**src/rtl/truth_table_extractor.sv**
```systemverilog
// truth_table_extractor
// Sweeps every input vector onto an external combinational unit, samples its
// 1-bit response after a programmable settle window and builds the minterm mask.
module truth_table_extractor #(
  parameter int N_IN   = 3,
  parameter int SETTLE = 1
) (
  input  logic                 clk,
  input  logic                 reset_n,
  input  logic                 start,
  output logic [N_IN-1:0]      stim,
  input  logic                 resp,
  output logic                 busy,
  output logic                 done,
  output logic [2**N_IN-1:0]   table_out,
  output logic [N_IN:0]        minterm_cnt,
  output logic                 const0,
  output logic                 const1
);

  localparam int TW = 2**N_IN;
  // The settle counter needs at least one bit even when SETTLE is zero.
  localparam int SW = (SETTLE < 1) ? 1 : $clog2(SETTLE + 1);
  localparam logic [SW-1:0]   SETTLE_MAX = SW'(SETTLE);
  localparam logic [N_IN-1:0] IDX_MAX    = '1;

  typedef enum logic [1:0] {
    IDLE = 2'd0,
    RUN  = 2'd1,
    DONE = 2'd2
  } state_t;

  state_t          state_q, state_d;
  logic [N_IN-1:0] idx_q, idx_d;
  logic [SW-1:0]   settle_q, settle_d;
  logic [TW-1:0]   table_q, table_d;
  logic            busy_q, busy_d;
  logic            done_q, done_d;
  logic [N_IN:0]   cnt;

  // State and datapath registers; reset discards any partial sweep.
  always_ff @(posedge clk or negedge reset_n) begin
    if (!reset_n) begin
      state_q  <= IDLE;
      idx_q    <= '0;
      settle_q <= '0;
      table_q  <= '0;
      busy_q   <= 1'b0;
      done_q   <= 1'b0;
    end else begin
      state_q  <= state_d;
      idx_q    <= idx_d;
      settle_q <= settle_d;
      table_q  <= table_d;
      busy_q   <= busy_d;
      done_q   <= done_d;
    end
  end

  // Next-state logic: hold each vector SETTLE+1 cycles, sample resp on the last edge.
  always_comb begin
    state_d  = state_q;
    idx_d    = idx_q;
    settle_d = settle_q;
    table_d  = table_q;
    busy_d   = busy_q;
    done_d   = 1'b0;
    case (state_q)
      IDLE: begin
        busy_d = 1'b0;
        if (start) begin
          table_d  = '0;
          idx_d    = '0;
          settle_d = '0;
          busy_d   = 1'b1;
          state_d  = RUN;
        end
      end
      RUN: begin
        if (settle_q == SETTLE_MAX) begin
          table_d[idx_q] = resp;
          if (idx_q == IDX_MAX) begin
            state_d = DONE;
            busy_d  = 1'b0;
            done_d  = 1'b1;
          end else begin
            idx_d    = idx_q + N_IN'(1);
            settle_d = '0;
          end
        end else begin
          settle_d = settle_q + SW'(1);
        end
      end
      DONE: begin
        busy_d  = 1'b0;
        state_d = IDLE;
      end
      default: begin
        state_d = IDLE;
        busy_d  = 1'b0;
      end
    endcase
  end

  // Population count of the captured table.
  always_comb begin
    cnt = '0;
    for (int i = 0; i < TW; i++) begin
      cnt = cnt + {{N_IN{1'b0}}, table_q[i]};
    end
  end

  assign stim        = idx_q;
  assign busy        = busy_q;
  assign done        = done_q;
  assign table_out   = table_q;
  assign minterm_cnt = cnt;
  assign const0      = ~|table_q;
  assign const1      = &table_q;

endmodule

```
**config.mk**
```make
export PLATFORM = sky130hd
export DESIGN_NAME = truth_table_extractor
export DESIGN_NICKNAME = d
export VERILOG_FILES = /design/src/rtl/truth_table_extractor.sv
export SDC_FILE = /design/constraint.sdc
export NUM_CORES = 1
export LEC_CHECK = 0
export BUFFER_PORTS_ARGS = -buffer_cell sky130_fd_sc_hd__buf_2
export CAP_MARGIN = 20
export CORE_ASPECT_RATIO = 0.6
export CORE_MARGIN = 2
export CORE_UTILIZATION = 40
export CTS_BUF_LIST = sky130_fd_sc_hd__clkbuf_8
export DETAILED_ROUTE_END_ITERATION = 16
export PLACE_DENSITY = 0.65
export SLEW_MARGIN = 10
export SYNTH_ARGS = -nofsm -noshare
export SYNTH_HDL_FRONTEND = slang
export SYNTH_SLANG_ARGS = --single-unit
```
**constraint.sdc**
```tcl
create_clock -name clk -period 5.1 [get_ports clk]
set_input_delay 0.255 -clock clk [delete_from_list [all_inputs] [get_ports clk]]
set_output_delay 0.255 -clock clk [all_outputs]
set_load 0.02 [all_outputs]
```
# Yosys cells after proc, flatten, opt, wreduce, memory -nomap -nowiden
# Cells that the tools add are included.
# word_totals
reg_bits	16
latch_bits	0
ram_bits	0
rom_bits	0
input_bits	4
output_inout_bits	19
elab_cells	58
mem_count	0
# classes
n_addsub	9
n_mul	0
n_div	0
n_lt_le_gt_ge	2
eq_ne	6
n_shift	0
n_mux	24
bitwise_logic	0
n_reduce_logical	11
# op_table
operator	n
$add A4 B1 Y4	4
$mux W8	2
$pmux W8 S2	1
$mux W1	9
$mux W3	3
$bwmux W8	1
$ne A2 B2 Y1 const B	4
$reduce_and A8 Y1	1
$reduce_or A8 Y1	1
$mux W2	3
$pmux W3 S2	1
$reduce_and A3 Y1	2
$add A3 B1 Y4	1
$lt A3 B4 Y1 const B	1
$pmux W1 S2	2
$pmux W2 S2	1
$reduce_and A2 Y1	2
$reduce_and A4 Y1	1
$add A2 B1 Y3	1
$add A3 B1 Y3 const B	1
$demux W1 S3	1
$eq A3 B3 Y1 const B	1
$ge A3 B1 Y1 const B	1
$add A1 B1 Y2	1
other kinds (6)	6

# Logic depth before layout (Yosys ltp)
# Gate-level depths: netlist (run 1).
# logic_depth
word_depth	7
depth_mapped	9
ltp_nobuf	9

# Worst setup path before layout (run 1)
# No wires, ideal clock.
# synth_timing
path_kind	register to output
start	register table_q[0] (netlist: table_out[0])
end	output minterm_cnt[2]
arrival_ns	2.960
required_ns	4.845
setup_slack_ns	1.885
stages_incl_launch_ff	10
n_path_buf	0
cell_sequence	dfrtp_1 > fa_1 > inv_1 > fa_1 > fa_1 > inv_1 > ha_1 > inv_1 > fa_1 > xnor2_1
# synth_via
elab_chain_cells	7
# synth_lines
item	line_no	text
start: declaration	36	logic [TW-1:0] table_q, table_d;
start signal: assignment	54	table_q <= table_d;
$add A1 B1 Y2	109	cnt = cnt + {{N_IN{1'b0}}, table_q[i]};
$add A2 B1 Y3	109	
$add A3 B1 Y4	109	
$add A4 B1 Y4 (4 in series)	109	
end: declaration	16	output logic [N_IN:0] minterm_cnt,
# No other way between the ends.

# Worst setup path after layout (run 1)
# layout_timing
start	register table_q[0] (netlist: table_out[0])
end	output minterm_cnt[1]
# The elaborated chain is that of the path after synthesis.

==> flow_summary.toml, run 1 <==
[clock_tree]
cts_resized = 0
post_cts_buffers = 0
clkTransAtPathRegs_ns = 0.06
clockRootBuffer = "clkbuf_8"
htreeDepth = 1
cts_sinks = 16
clk_latency_ns = 0.25
holdBufCountCts = 1
clockBufferDepth = 2
cts_buffers = 3
cts_tree = "built"

[placed_design]
gp_congestion = 0.793
io_buffer_count = 22
dp_hpwl_um = 1710

[yosys]
syn-num-nets = 114
synthCells = 99
syn_area_sq_mm = 0.00104
synth_cell_type_count = 40
synth_edf_count = 0
syn_area_per_cell_sq_um = 10.5
ys_ff_latch = 16
synth_async_sr_flop_share_pct = 100
synth_seq_area_share_pct = 38.6
synthFlopType = "dfrtp_1"
synth_warnings = 0

[global_routing]
gr-usage-met2_pct = 21.2
grt.busiest_layer = "met1"
grt_pass1_wl_um = 3750
antenna_found_initial = 0
grt_overflow_total = 0
grt_util_met3_pct = 5.12
grt_max_degree = 17
grt_pass1_vias = 763
gr-usage-all-layers_pct = 16.0
met1_usage_pct = 25.3

[cells_and_area]
final.fill_count = 234
seqCellArea_sq_um = 400
syn_to_final_growth_pct = 17.0
fin_nets = 137
multi_input_area_sq_um = 546
antenna_cells = 0
drive_gt1_share_pct = 26.4

[min_path]
hp-start = "start"
hold-path-endpoint = "busy$_DFFE_PN0P_"
hold_class = "input port to flop"
holdPathStages = 3

[critical_path]
r2r_end = "stim[0]$_DFFE_PN0P_"
reg2reg_slack_ns = 3.19
arrival_ns = 3.17
worstPathRequired_ns = 4.85
worstReg2RegStart = "stim[0]$_DFFE_PN0P_"
start_kind = "flop"
crit_type = "flop to output pin"
r2r_cells = 5
critPathCaptureType = "output pin"
crit_fanout = 4

[drt]
firstDrtPassIters = 5
num_vias = 841
drtIter0Drc = 55
vias_per_cell = 5.50
detail-route-antenna-nets = 0
finalWirelength_um = 2230
drt-wirelength-per-cell_um = 14.6
drc = 0

[sta]
post-route-period-util_pct = 67.2
finalSetupViolCount = 0
relSlewSlack_pct = 49.0
drv_slew = 0
hold_viol = 0
fmax_mhz = 292
fin_worst_skew_ns = 0.00243
rsz0062_at_grt = "no"
period_needed_ns = 3.43
tightest_slew_ns = 0.744
fin_tns_setup_ns = 0

[die]
row_count = 14
start_util_pct = 41.7
io_pins = 23
die_x_um = 69.7
coreArea_sq_mm = 0.00249
dieArea_sq_mm = 0.00303
fp.dieH_um = 43.4

[outcome]
outcome = "finished, final reports clean"

[job]
drv_cap = 0
[critical path, stage by stage (launching register included)]
cell and delay [ns]:
dfrtp_1 0.42, fa_1 0.55, inv_1 0.05, fa_1 0.45
fa_1 0.49, inv_1 0.05, ha_1 0.19, inv_1 0.08
fa_1 0.43, inv_1 0.07, buf_2 0.15
[per-layer routing]
layer / vias to the layer above / part of all wire, %
met5: - / 0
met4: 0 / 0.63
met3: 4 / 6.2
met2: 36 / 40
met1: 400 / 53
li1: 401 / -
[worst max-delay path by stage]
stage                             startpoint  depth (start not counted)  slack [ns]              to
floorplan           table_out[0]$_DFFE_PN0P_                          9        1.89  minterm_cnt[2]
global placement    table_out[0]$_DFFE_PN0P_                         10        2.04  minterm_cnt[2]
detailed placement  table_out[0]$_DFFE_PN0P_                         10        1.93  minterm_cnt[2]
CTS                 table_out[0]$_DFFE_PN0P_                         10        1.66  minterm_cnt[2]
global route        table_out[0]$_DFFE_PN0P_                         10        1.49  minterm_cnt[2]
finish              table_out[0]$_DFFE_PN0P_                         10        1.67  minterm_cnt[1]
[cell usage in the layout, fill, tap and decap left out, types with 3 or more instances in the layout]
master    synthesis  layout
inv_1            14      14
a211oi_1          6       6
clkbuf_8          0       4
ha_1              7       7
nand3_1           4       4
dfrtp_1          16      16
buf_2             1      22
nand3b_1          3       3
fa_1              4       4
o22ai_1           6       6
[cells in the mapped netlist (2+ instances only)]
library cell,number,area share (%)
a22o_1,2,1.7
buf_6,2,2.2
inv_1,14,5.1
fa_1,4,7.7
o22ai_1,6,3.6
a21oi_1,2,0.97
nand2_1,2,0.72
nand3_1,4,1.9
dfrtp_1,16,39
nor4_1,2,1.2
nand3b_1,3,2.2
nor2b_1,2,1.2
a211oi_1,6,4.3
ha_1,7,8.4
and3_1,2,1.2
[registers in the layout (all words and copies together), names as in the netlist]
signal / cells
busy: 1
state_q: 2
table_out: 8
stim: 3
settle_q: 1
done: 1
[metrics by stage]
stage | cells | util (%) | worst slack (ns) | cell area [sq um] | hold WS, ns
final | 153 | 48.8 | 1.67 | 1210 | 0.335
after global routing | 153 | 48.8 | 1.49 | 1210 | 0.337
after CTS | 153 | 48.8 | 1.66 | 1210 | 0.318
after detailed placement | 148 | 46.2 | 1.93 | 1150 | 0.193
after global placement | 148 | 46.2 | 2.04 | 1150 | 0.194
after floorplan | 99 | - | 1.89 | 1040 | -0.0406
[cells by family after synthesis]
logic type               after synthesis  share of synthesized area [%]
adder cells (fa/ha/maj)               11                           16.2
buffers and inverters                 19                           8.81
multiplexers                           2                           2.05
XOR/XNOR                               1                          0.845
AND/OR/NAND/NOR                       25                           15.8
AO/OA/AOI/OAI                         25                           17.7
flip-flops                            16                           38.6
[final cells by class]
type / count / area share, %
clock buffers: 4 / 4.54
flip-flops and latches: 16 / 33.0
inverters: 14 / 4.33
well taps: 32 / 3.30
repair buffers: 23 / 9.90
multi-input cells: 64 / 44.9
Power of run 1 is not shown: default switching activity piles up to over one toggle a cycle in this logic, so the estimate is an artifact.
==> run 2, diff against run 1 <==
Settings changed: ABC_AREA from default to 1.
Clock period 5.1 ns to 3.49 ns, I/O delays scaled along.
==> flow_summary.toml, run 2 <==
[sta]
relSlewSlack_pct = 69.6
finalSetupViolCount = 0
period_needed_ns = 3.42
fin_worst_skew_ns = 0.000674
hold_viol = 0
fmax_mhz = 292
drv_slew = 0
tightest_slew_ns = 0.456
post-route-period-util_pct = 98.1

[yosys]
synth_top_area_share_pct = 37.5
synth_seq_area_share_pct = 37.5
syn-num-nets = 156
synth_edf_count = 0
ys_top_cells_by_count = "43 x nand2_1, 20 x inv_1, 17 x nand3_1"
synth_warnings = 0
synth_cell_type_count = 17
syn_area_sq_mm = 0.00107
ys_top_cells_by_area = "dfrtp_1 37%, nand2_1 15%, ha_1 8.2%, nand3_1 8.0%, fa_1 7.5%"
synth_async_sr_flop_share_pct = 100
syn_area_per_cell_sq_um = 7.58
synthCells = 141
synth_top_cell_by_area = "dfrtp_1"
ys_ff_latch = 16
yosysMostFrequentCell = "nand2_1"
synthFlopType = "dfrtp_1"

[clock_tree]
htreeDepth = 1
clk_latency_ns = 0.25
cts_buffers = 3
cts_sinks = 16
clockBufferDepth = 2
cts_tree = "built"
clockRootBuffer = "clkbuf_8"
clkTransAtPathRegs_ns = 0.06

[cells_and_area]
drive_gt1_share_pct = 25.9
antenna_cells = 0
final_util_pct = 52.0
final_cell_mix = "43 x nand2_1, 20 x buf_2, 18 x inv_1, 17 x nand3_1, 14 x dfrtp_1"
final_common_cell = "nand2_1"
largest_reg_flops = 8
fin_nets = 187
syn_to_final_growth_pct = 22.7

[die]
dieArea_sq_mm = 0.00311
fp.dieH_um = 44.0
row_count = 14
start_util_pct = 42.4
coreArea_sq_mm = 0.00252
die_x_um = 70.7
io_pins = 23

[drt]
drt-wirelength-per-cell_um = 13.1
firstDrtPassIters = 5
num_vias = 1012
drc = 0
detail-route-antenna-nets = 0
vias_per_cell = 5.01
drtIter0Drc = 71
finalWirelength_um = 2650

[critical_path]
arrival_ns = 3.25
crit_fanout = 5
start_kind = "flop"
worstPathRequired_ns = 3.32
critPathCaptureType = "output pin"
crit_type = "flop to output pin"

[outcome]
outcome = "finished, final reports clean"

[placed_design]
dp_hpwl_um = 1950
io_buffer_count = 22
gp_congestion = 0.825

[global_routing]
grt_max_degree = 17
antenna_found_initial = 0
grt_overflow_total = 0
grt_pass1_vias = 905
gr-usage-all-layers_pct = 18.3
grt_pass1_wl_um = 4190

[min_path]
hold_class = "input port to flop"

[job]
drv_cap = 0
run 2: metal layers:
metal | wire length [um] | vias to the layer above | GRT usage, %
met2 | 1240 | 32 | 29.2
li1 | - | 493 | -
met4 | 38 | 0 | 9.06
met1 | 1220 | 482 | 23.2
met5 | 0 | - | 0
met3 | 146 | 5 | 5.69
run 2: final cells by class:
cell class                 count  area [sq um]
fill                         259          1210
multi-input combinational     99           571
sequential                    16           403
timing repair buffer          28           166
inverter                      24          90.1
clock buffer                   3          41.3
tap                           32          40.0
run 2: cells by family after synthesis:
group                    count (synthesis)  synth area share, %
AND/OR/NAND/NOR                         83                 34.5
buffers and inverters                   26                 9.60
flip-flops                              16                 37.5
adder cells (fa/ha/maj)                 11                 15.7
AO/OA/AOI/OAI                            4                 1.87
XOR/XNOR                                 1                0.820
run 2: worst paths after layout:
| check | start | end | slack, ns | depth (start not counted) |
|---|---|---|---|---|
| min reg2reg | table_out[7]$_DFFE_PN0P_ | table_out[7]$_DFFE_PN0P_ | 0.52 | 2 |
| max in group asynchronous | reset_n | table_out[1]$_DFFE_PN0P_ | 2.83 | 2 |
| min in group asynchronous | reset_n | stim[2]$_DFFE_PN0P_ | 0.37 | 2 |
| max reg2reg | stim[0]$_DFFE_PN0P_ | stim[1]$_DFFE_PN0P_ | 1.99 | 5 |
| max | table_out[1]$_DFFE_PN0P_ | minterm_cnt[1] | 0.07 | 10 |
| min | start | state_q[0]$_DFFE_PN0P_ | 0.22 | 3 |
run 2: metrics by stage:
step	setup WS, ns	cell area, sq um	cells	setup TNS, ns	hold WS [ns]
after floorplan	0.344	1070	141	0	-0.121
after global placement	0.504	1210	193	0	0.115
after detailed placement	0.368	1210	193	0	0.115
after CTS	0.0879	1260	197	0	0.219
after global routing	-0.0203	1310	202	-0.0330	0.270
final	0.0667	1310	202	0	0.224
run 2: critical path, stage by stage (launching register included):
cell	delay, ns
dfrtp_2	0.44
fa_1	0.54
inv_1	0.05
fa_1	0.55
fa_1	0.44
inv_1	0.07
ha_2	0.18
inv_2	0.04
fa_2	0.52
inv_2	0.04
buf_6	0.12
run 2: repair_timing:
action                                  in CTS  in global routing
hold buffers                                 1                  0
endpoints found under the setup margin       0                  2
hold endpoints to repair                    16                  0
resized for setup                            0                  9
setup buffers                                0                  5
Power of run 2 is left out for the same reason.
==> run 3, diff against run 2 <==
Settings changed: BUFFER_PORTS_ARGS -buffer_cell sky130_fd_sc_hd__buf_2 to -buffer_cell sky130_fd_sc_hd__clkbuf_2.
==> flow_summary.toml, run 3 (synthesis results as in run 2) <==
[outcome]
outcome = "finished, final reports clean"

[critical_path]
worstPathRequired_ns = 3.32
crit_type = "flop to output pin"
crit_slowest_cell = "fa_1"
crit_fanout = 5
reg2reg_slack_ns = 2.06
worstReg2RegStart = "stim[0]$_DFFE_PN0P_"
crit_buf_inv = 4
crit_path_max_incr_delay_ns = 0.55
arrival_ns = 3.13
critPathCaptureType = "output pin"
cp_top_family = "adder cells"
r2r_end = "stim[2]$_DFFE_PN0P_"
r2r_cells = 6
start_kind = "flop"
worstPathCellList = "fa_1 -> inv_1 -> fa_1 -> fa_1 -> inv_1 -> ha_1 -> inv_1 -> fa_1 -> xnor2_1 -> clkbuf_2"
crit_top_cell = "fa_1"

[cells_and_area]
drive_gt1_share_pct = 20.0
largest_reg_flops = 8
final_common_cell = "nand2_1"
final_cell_mix = "43 x nand2_1, 22 x clkbuf_2, 20 x inv_1, 17 x nand3_1, 16 x dfrtp_1"
stdcell_area_sq_mm = 0.00126
fin_nets = 182
syn_to_final_growth_pct = 17.7
layout.cells.non_filler = 197
antenna_cells = 0

[min_path]
hold_class = "input port to flop"
hold-path-endpoint = "state_q[0]$_DFFE_PN0P_"
holdPathStages = 3
hp-start = "start"

[clock_tree]
htreeDepth = 1
clkTransAtPathRegs_ns = 0.06
clockRootBuffer = "clkbuf_8"
post_cts_buffers = 0
clockBufferDepth = 2
cts_resized = 0
cts_sinks = 16
clk_latency_ns = 0.25
cts_tree = "built"
cts_buffers = 3

[sta]
finalSetupViolCount = 0
holdWs_ns = 0.249
hold_viol = 0
fin_worst_skew_ns = 0.00356
post-route-period-util_pct = 94.8
tightest_slew_ns = 0.457
fin_tns_setup_ns = 0
period_needed_ns = 3.31
drv_slew = 0
rsz0062_at_grt = "no"
relSlewSlack_pct = 69.5
fmax_mhz = 302

[drt]
firstDrtPassIters = 4
drt-wirelength-per-cell_um = 11.1
vias_per_cell = 4.79
detail-route-antenna-nets = 0
drc = 0
finalWirelength_um = 2190
num_vias = 944
drtIter0Drc = 77

[placed_design]
io_buffer_count = 22
gp_congestion = 0.824
dp_hpwl_um = 1760
dp_cells = 193
postPlaceCellArea_sq_mm = 0.00121

[global_routing]
grt.busiest_layer = "met1"
met1_usage_pct = 25.1
gr-usage-all-layers_pct = 16.6
grt_util_met3_pct = 5.47
grt_pass1_vias = 859
grt_pass1_wl_um = 3980
grt_max_degree = 17
gr-usage-met2_pct = 23.9
antenna_found_initial = 0
grt_overflow_total = 0

[die]
dieArea_sq_mm = 0.00311
start_util_pct = 42.4
row_count = 14
coreArea_sq_mm = 0.00252
fp.dieH_um = 44.0
io_pins = 23
die_x_um = 70.7

[job]
drv_cap = 0
## run 3: worst max path at each step
stage / from / end / slack, ns / depth (start not counted)
after detailed placement: table_out[0]$_DFFE_PN0P_ / minterm_cnt[2] / 0.40 / 10
after CTS: table_out[0]$_DFFE_PN0P_ / minterm_cnt[2] / 0.15 / 10
final: table_out[0]$_DFFE_PN0P_ / minterm_cnt[2] / 0.18 / 10
after global routing: table_out[0]$_DFFE_PN0P_ / minterm_cnt[2] / 0.005 / 10
after floorplan: table_out[0]$_DFFE_PN0P_ / minterm_cnt[2] / 0.34 / 9
after global placement: table_out[0]$_DFFE_PN0P_ / minterm_cnt[2] / 0.49 / 10
## run 3: per-layer routing
layer | vias up | part of all wire (%)
li1 | 484 | -
met1 | 443 | 54
met2 | 17 | 41
met3 | 0 | 4.9
met4 | 0 | 0
met5 | - | 0
## run 3: per-stage QoR
step	util, %	worst slack, ns
after floorplan	-	0.344
after global placement	47.8	0.485
after detailed placement	47.8	0.398
after CTS	49.9	0.151
after global routing	49.9	0.00493
final	49.9	0.181
## run 3: final cells by class
class                   count  area (sq um)
fillers                   261          1260
clock buffers               3          41.3
well taps                  32          40.0
multi-input cells          99           566
flip-flops and latches     16           400
inverters                  24          90.1
repair buffers             23           120
## run 3: worst reg2reg max path, stage by stage (launching register included)
cell and delay, ns:
dfrtp_1 0.49, ha_1 0.25, ha_1 0.19, inv_1 0.13
nand3_2 0.10, nand3_1 0.10, nand2_1 0.06
## run 3: repair_timing
action                                  4_1_cts  5_1_grt
hold endpoints to repair                     16        0
hold buffers                                  1        0
endpoints found under the setup margin        0        0
Power of run 3 is left out for the same reason.
